## src/rtl/bbq_ctrl_multi.sv

```systemverilog
// bbq_ctrl_multi: multi-priority BBQ control unit.
// Descriptors {prio, buff_addr} are queued in NUM_PRIO per-priority FIFO buckets
// and drained lowest-priority-index first into a small output FIFO with
// valid/ready backpressure on both sides.
// Optional feature macro: BBQ_CTRL_STATS_EN adds enqueue/dequeue counters and an
// occupancy high-water mark.
module bbq_ctrl_multi #(
  parameter int HEAP_ENTRY_DWIDTH = 32,
  parameter int NUM_PRIO          = 8,
  parameter int BUCKET_DEPTH      = 4,
  parameter int OUT_BUFF_SIZE     = 4,
  localparam int PRIO_AWIDTH      = $clog2(NUM_PRIO),
  localparam int OCC_W            = $clog2(NUM_PRIO*BUCKET_DEPTH+OUT_BUFF_SIZE+1)
) (
  input  logic                         clk,
  input  logic                         rst,
  input  logic                         in_valid,
  output logic                         in_ready,
  input  logic [PRIO_AWIDTH-1:0]       in_prio,
  input  logic [HEAP_ENTRY_DWIDTH-1:0] in_buff_addr,
  output logic                         out_valid,
  input  logic                         out_ready,
  output logic [PRIO_AWIDTH-1:0]       out_prio,
  output logic [HEAP_ENTRY_DWIDTH-1:0] out_buff_addr,
  output logic [OCC_W-1:0]             occupancy
`ifdef BBQ_CTRL_STATS_EN
  ,
  output logic [31:0]                  stat_enq_cnt,
  output logic [31:0]                  stat_deq_cnt,
  output logic [OCC_W-1:0]             stat_occ_max
`endif
);

  localparam int BW  = $clog2(BUCKET_DEPTH);
  localparam int CW  = BW + 1;
  localparam int OW  = $clog2(OUT_BUFF_SIZE);
  localparam int OCW = OW + 1;
  localparam int EW  = PRIO_AWIDTH + HEAP_ENTRY_DWIDTH;

  // Bucket storage and bookkeeping
  logic [HEAP_ENTRY_DWIDTH-1:0] bucket_mem [NUM_PRIO][BUCKET_DEPTH];
  logic [BW-1:0]                head_reg   [NUM_PRIO];
  logic [BW-1:0]                tail_reg   [NUM_PRIO];
  logic [CW-1:0]                cnt_reg    [NUM_PRIO];
  logic [NUM_PRIO-1:0]          bitmap;
  logic [NUM_PRIO-1:0]          enq_hit;
  logic [NUM_PRIO-1:0]          pop_hit;

  // Output FIFO
  logic [EW-1:0]                out_mem [OUT_BUFF_SIZE];
  logic [OW-1:0]                out_wr_ptr_reg;
  logic [OW-1:0]                out_rd_ptr_reg;
  logic [OCW-1:0]               out_cnt_reg;

  logic                         in_fire;
  logic                         out_pop;
  logic                         pop_en;
  logic [PRIO_AWIDTH-1:0]       pop_idx;
  logic [HEAP_ENTRY_DWIDTH-1:0] pop_data;
  logic [OCC_W-1:0]             occupancy_reg;
  logic [OCC_W-1:0]             occupancy_next;

  // Full check uses registered counts only, so a full bucket never accepts even
  // if it is being popped in the same cycle.
  assign in_ready  = (cnt_reg[in_prio] != CW'(BUCKET_DEPTH));
  assign in_fire   = in_valid && in_ready;
  assign out_valid = (out_cnt_reg != '0);
  assign out_pop   = out_valid && out_ready;
  // A slot is free if the FIFO is not full or its head leaves this cycle.
  assign pop_en    = (|bitmap) && ((out_cnt_reg != OCW'(OUT_BUFF_SIZE)) || out_pop);
  assign pop_data  = bucket_mem[pop_idx][head_reg[pop_idx]];
  assign {out_prio, out_buff_addr} = out_mem[out_rd_ptr_reg];
  assign occupancy = occupancy_reg;

  for (genvar gi = 0; gi < NUM_PRIO; gi++) begin : g_bucket
    assign bitmap[gi]  = (cnt_reg[gi] != '0);
    assign enq_hit[gi] = in_fire && (in_prio == PRIO_AWIDTH'(gi));
    assign pop_hit[gi] = pop_en && (pop_idx == PRIO_AWIDTH'(gi));
  end

  // Find-first-set: lowest non-empty bucket index wins
  always_comb begin
    pop_idx = '0;
    for (int i = NUM_PRIO - 1; i >= 0; i--) begin
      if (bitmap[i]) pop_idx = PRIO_AWIDTH'(i);
    end
  end

  // Bucket pointers and counts; enqueue and pop on one bucket cancel in the count
  always_ff @(posedge clk or negedge rst) begin
    if (!rst) begin
      for (int i = 0; i < NUM_PRIO; i++) begin
        head_reg[i] <= '0;
        tail_reg[i] <= '0;
        cnt_reg[i]  <= '0;
      end
    end else begin
      for (int i = 0; i < NUM_PRIO; i++) begin
        if (enq_hit[i]) tail_reg[i] <= tail_reg[i] + BW'(1);
        if (pop_hit[i]) head_reg[i] <= head_reg[i] + BW'(1);
        if (enq_hit[i] && !pop_hit[i])      cnt_reg[i] <= cnt_reg[i] + CW'(1);
        else if (!enq_hit[i] && pop_hit[i]) cnt_reg[i] <= cnt_reg[i] - CW'(1);
      end
    end
  end

  // Bucket data array write (contents survive reset on purpose)
  always_ff @(posedge clk) begin
    if (in_fire) bucket_mem[in_prio][tail_reg[in_prio]] <= in_buff_addr;
  end

  // Output FIFO data array write with the popped bucket head
  always_ff @(posedge clk) begin
    if (pop_en) out_mem[out_wr_ptr_reg] <= {pop_idx, pop_data};
  end

  // Output FIFO pointers and count
  always_ff @(posedge clk or negedge rst) begin
    if (!rst) begin
      out_wr_ptr_reg <= '0;
      out_rd_ptr_reg <= '0;
      out_cnt_reg    <= '0;
    end else begin
      if (pop_en)  out_wr_ptr_reg <= out_wr_ptr_reg + OW'(1);
      if (out_pop) out_rd_ptr_reg <= out_rd_ptr_reg + OW'(1);
      if (pop_en && !out_pop)      out_cnt_reg <= out_cnt_reg + OCW'(1);
      else if (!pop_en && out_pop) out_cnt_reg <= out_cnt_reg - OCW'(1);
    end
  end

  // Total occupancy: bucket-to-FIFO transfer does not change it
  always_comb begin
    occupancy_next = occupancy_reg;
    if (in_fire && !out_pop)      occupancy_next = occupancy_reg + OCC_W'(1);
    else if (!in_fire && out_pop) occupancy_next = occupancy_reg - OCC_W'(1);
  end

  // Occupancy register
  always_ff @(posedge clk or negedge rst) begin
    if (!rst) occupancy_reg <= '0;
    else      occupancy_reg <= occupancy_next;
  end

`ifdef BBQ_CTRL_STATS_EN
  logic [31:0]      stat_enq_reg;
  logic [31:0]      stat_deq_reg;
  logic [OCC_W-1:0] stat_max_reg;

  assign stat_enq_cnt = stat_enq_reg;
  assign stat_deq_cnt = stat_deq_reg;
  assign stat_occ_max = stat_max_reg;

  // Free-running wrap-around counters and occupancy high-water mark
  always_ff @(posedge clk or negedge rst) begin
    if (!rst) begin
      stat_enq_reg <= '0;
      stat_deq_reg <= '0;
      stat_max_reg <= '0;
    end else begin
      if (in_fire) stat_enq_reg <= stat_enq_reg + 32'd1;
      if (out_pop) stat_deq_reg <= stat_deq_reg + 32'd1;
      if (occupancy_next > stat_max_reg) stat_max_reg <= occupancy_next;
    end
  end
`endif

endmodule

```

## config.mk

```make
export PLATFORM = sky130hd
export DESIGN_NAME = bbq_ctrl_multi
export DESIGN_NICKNAME = d
export VERILOG_FILES = /design/src/rtl/bbq_ctrl_multi.sv
export SDC_FILE = /design/constraint.sdc
export NUM_CORES = 1
export LEC_CHECK = 0
export ABC_CLOCK_PERIOD_IN_PS = 5200
export CORE_MARGIN = 4
export CORE_UTILIZATION = 62
export CTS_CLUSTER_DIAMETER = 200
export DETAILED_ROUTE_END_ITERATION = 8
export PLACE_DENSITY = 0.79
export SYNTH_ARGS = -nofsm -noshare
export SYNTH_HDL_FRONTEND = slang
export SYNTH_SLANG_ARGS = --single-unit
```

## constraint.sdc

```tcl
create_clock -name clk -period 5.2 [get_ports clk]
set_clock_uncertainty 0.1 [all_clocks]
set_input_delay 1.04 -clock clk [delete_from_list [all_inputs] [get_ports clk]]
set_output_delay 1.04 -clock clk [all_outputs]
set_load 0.02 [all_outputs]
```

==> reports/metrics.cfg <==
[logic_synthesis]
synthFlopType=sky130_fd_sc_hd__edfxtp_1
synth-warning-count=0
synth_top_cells_by_area=sky130_fd_sc_hd__edfxtp_1 (72%), sky130_fd_sc_hd__dfrtp_1 (3.6%), sky130_fd_sc_hd__mux2i_1 (2.9%)
synth_top_cell_by_area=sky130_fd_sc_hd__edfxtp_1
sequential_share_of_the_synthesized_area=0.758
synthDistinctLibCells=63
syn-cell-area_um2=48400
mappedNetlistNets=3067
yosysMostFrequentCell=sky130_fd_sc_hd__edfxtp_1
syn_inst=3000
synth.ff_latch_count=1233
synthTopCellsByCount=sky130_fd_sc_hd__edfxtp_1 (1,164), sky130_fd_sc_hd__nand2_1 (308), sky130_fd_sc_hd__a21oi_1 (272), sky130_fd_sc_hd__mux2i_1 (138), sky130_fd_sc_hd__o21ai_0 (130)
synth_largest_type_area_fraction=0.723
syn_area_per_cell_um2=16.1
async_flop_share=0.0560
synth-edff-count=1164

[floorplan]
die-height_um=287
starting_utilization_of_the_core_area=0.625
dieWidth_um=287
core_um2=77300
row_count=102
die-area_um2=82500
num_io_pins=82

[sta]
achievable-frequency_mhz=221
slew_headroom=0.0783
fin_tns_setup_ps=0
drv_slew=0
worst_pin_slew_ps=1380
post-route-period-util=0.872
min_period_ps=4530
fin_hold_ws_ps=247
finalHoldViolCount=0
rsz0062_at_grt=no
fin_ws_ps=668
setup_violations=0

[power_and_ir_drop]
power.density_nw_per_um2=536
power.total_mw=29.3
static-leakage-power_nw=17.6
max-vdd-ir-drop_v=0.000546

[detailed_routing]
route.final.wire_length_mm=122
avgViaCountPerCell=6.77
detailroute.via_count=28700
dr.pass1.iters=7
remaining_drc_errors=0
antenna_violating_nets_post_route=0
route.detailed.wl_per_inst_um=28.8
drt_iter0_markers=3888

[clocking]
holdBufCountCts=0
numCtsBuffers=116
clk_transition_reported_paths_ps=70
clk-insertion-delay-late_ps=700
post_cts_resize_count=0
ctsLongestPathBuffers=3
cts.sinks=1233
post_cts_setup_buffer_count=0
tritoncts=done
clockRootBuffer=sky130_fd_sc_hd__clkbuf_16
cts_max_level=3

[job]
cap_violations=0

[critical_path]
critical_path_class=reg2reg
worstPathMaxFanout=17
cp.required_ps=5490
timing.critical_path.arrival_ps=4820
timing.critical_path.from_type=flip-flop
worst_setup_path_end_kind=flip-flop

[global_routing]
grt_pass1_vias=28800
initial_antenna_violation_count=3
grtUsageTotal=0.294
pin_count_of_the_biggest_net_entering_global_routing=177
gr-total-overflow=0
grt_pass1_wl_mm=180

[layout]
post_route_cells_drive_above_1_share=0.125
fin_nets=3165
synthToLayoutAreaGrowth_pct=12.9
largest_register_ffs=1024

[place]
buffers_on_ports=81
gp_routability_congestion=0.842
place.detailed.hpwl_mm=67.5
detailedPlace.worstSlack_ps=451

[outcome]
run_status=complete, no violations

[min_path]
min_path_type=in2async

[layout by cell type, fill, tap and decap left out, drive strengths merged, types with 38 or more instances in the layout]
cell type / count
mux2i: 138
nor2: 92
o21ai: 139
clkbuf: 152
a31oi: 84
nand2: 309
buf: 87
mux4: 38
clkinv: 48
clkdlybuf4s50: 80
edfxtp: 1164
o32ai: 46
a221o: 78
a21oi: 272
dfrtp: 69
o22ai: 53
mux2: 55
[per-layer routing]
| metal | up-vias | global-route usage | share of wire |
|---|---|---|---|
| met3 | 344 | 0.0592 | 0.12 |
| li1 | 12100 | - | - |
| met5 | - | 0 | 0.000098 |
| met1 | 14300 | 0.384 | 0.35 |
| met4 | 2 | 0.125 | 0.043 |
| met2 | 1925 | 0.487 | 0.49 |
[worst paths after layout]
path | from | end | slack (ps) | depth (start not counted)
setup / recovery | cnt_reg[9] | out_mem[0][8] | 670 | 10
hold / removal | rst | cnt_reg[22] | 250 | 1
setup reg to reg | cnt_reg[9] | out_mem[0][8] | 670 | 10
hold reg to reg | occupancy[5] | occupancy[5] | 380 | 1
max in group asynchronous | rst | tail_reg[13] | 3740 | 2
min in group clk | occupancy[5] | occupancy[5] | 380 | 1
[report_power, final]
group / switching (mW) / internal (mW) / total, mW
Clock: 3.55 / 4.67 / 8.21
Sequential: 0.541 / 12.5 / 13.1
Combinational: 5.30 / 2.73 / 8.02
Total: 9.39 / 19.9 / 29.3
[cells by family (layout without fill, tap and decap cells)]
| family | count (synthesis) | after routing | synth area share |
|---|---|---|---|
| flip-flops | 1233 | 1233 | 0.758 |
| adder cells (fa/ha/maj) | 28 | 28 | 0.00880 |
| AND/OR/NAND/NOR | 455 | 455 | 0.0386 |
| XOR/XNOR | 60 | 60 | 0.0109 |
| other | 0 | 1 | 0 |
| multiplexers | 231 | 231 | 0.0591 |
| AO/OA/AOI/OAI | 783 | 783 | 0.106 |
| buffers and inverters | 210 | 403 | 0.0181 |
[critical path, cell delays in order, from the launching register on]
cell                       delay (ps)
sky130_fd_sc_hd__dfrtp_1          430
sky130_fd_sc_hd__or3_4            450
sky130_fd_sc_hd__a211oi_1         440
sky130_fd_sc_hd__a21oi_4          210
sky130_fd_sc_hd__inv_4            130
sky130_fd_sc_hd__mux2_2           350
sky130_fd_sc_hd__o21ai_2          290
sky130_fd_sc_hd__a22o_1           910
sky130_fd_sc_hd__buf_4            370
sky130_fd_sc_hd__o32ai_1          130
sky130_fd_sc_hd__a221o_1          410
[area by class of cell]
type	count	area, um2
well taps	1040	1300
inverters	23	101
clock inverters	61	564
diodes	1	2.50
repair buffers	167	1740
fillers	4745	22700
flip-flops and latches	1233	36700
clock buffers	152	3120
multi-input cells	1557	11100
[metrics by stage]
stage          utilization  area (um2)  cells
6_report             0.706       54600   4234
5_1_grt              0.706       54600   4233
4_1_cts              0.706       54600   4233
3_5_place_dp         0.658       50900   4020
3_3_place_gp         0.658       50900   4020
2_1_floorplan            -       48400   3000
Note: power is estimated with default switching activity, not from simulation.
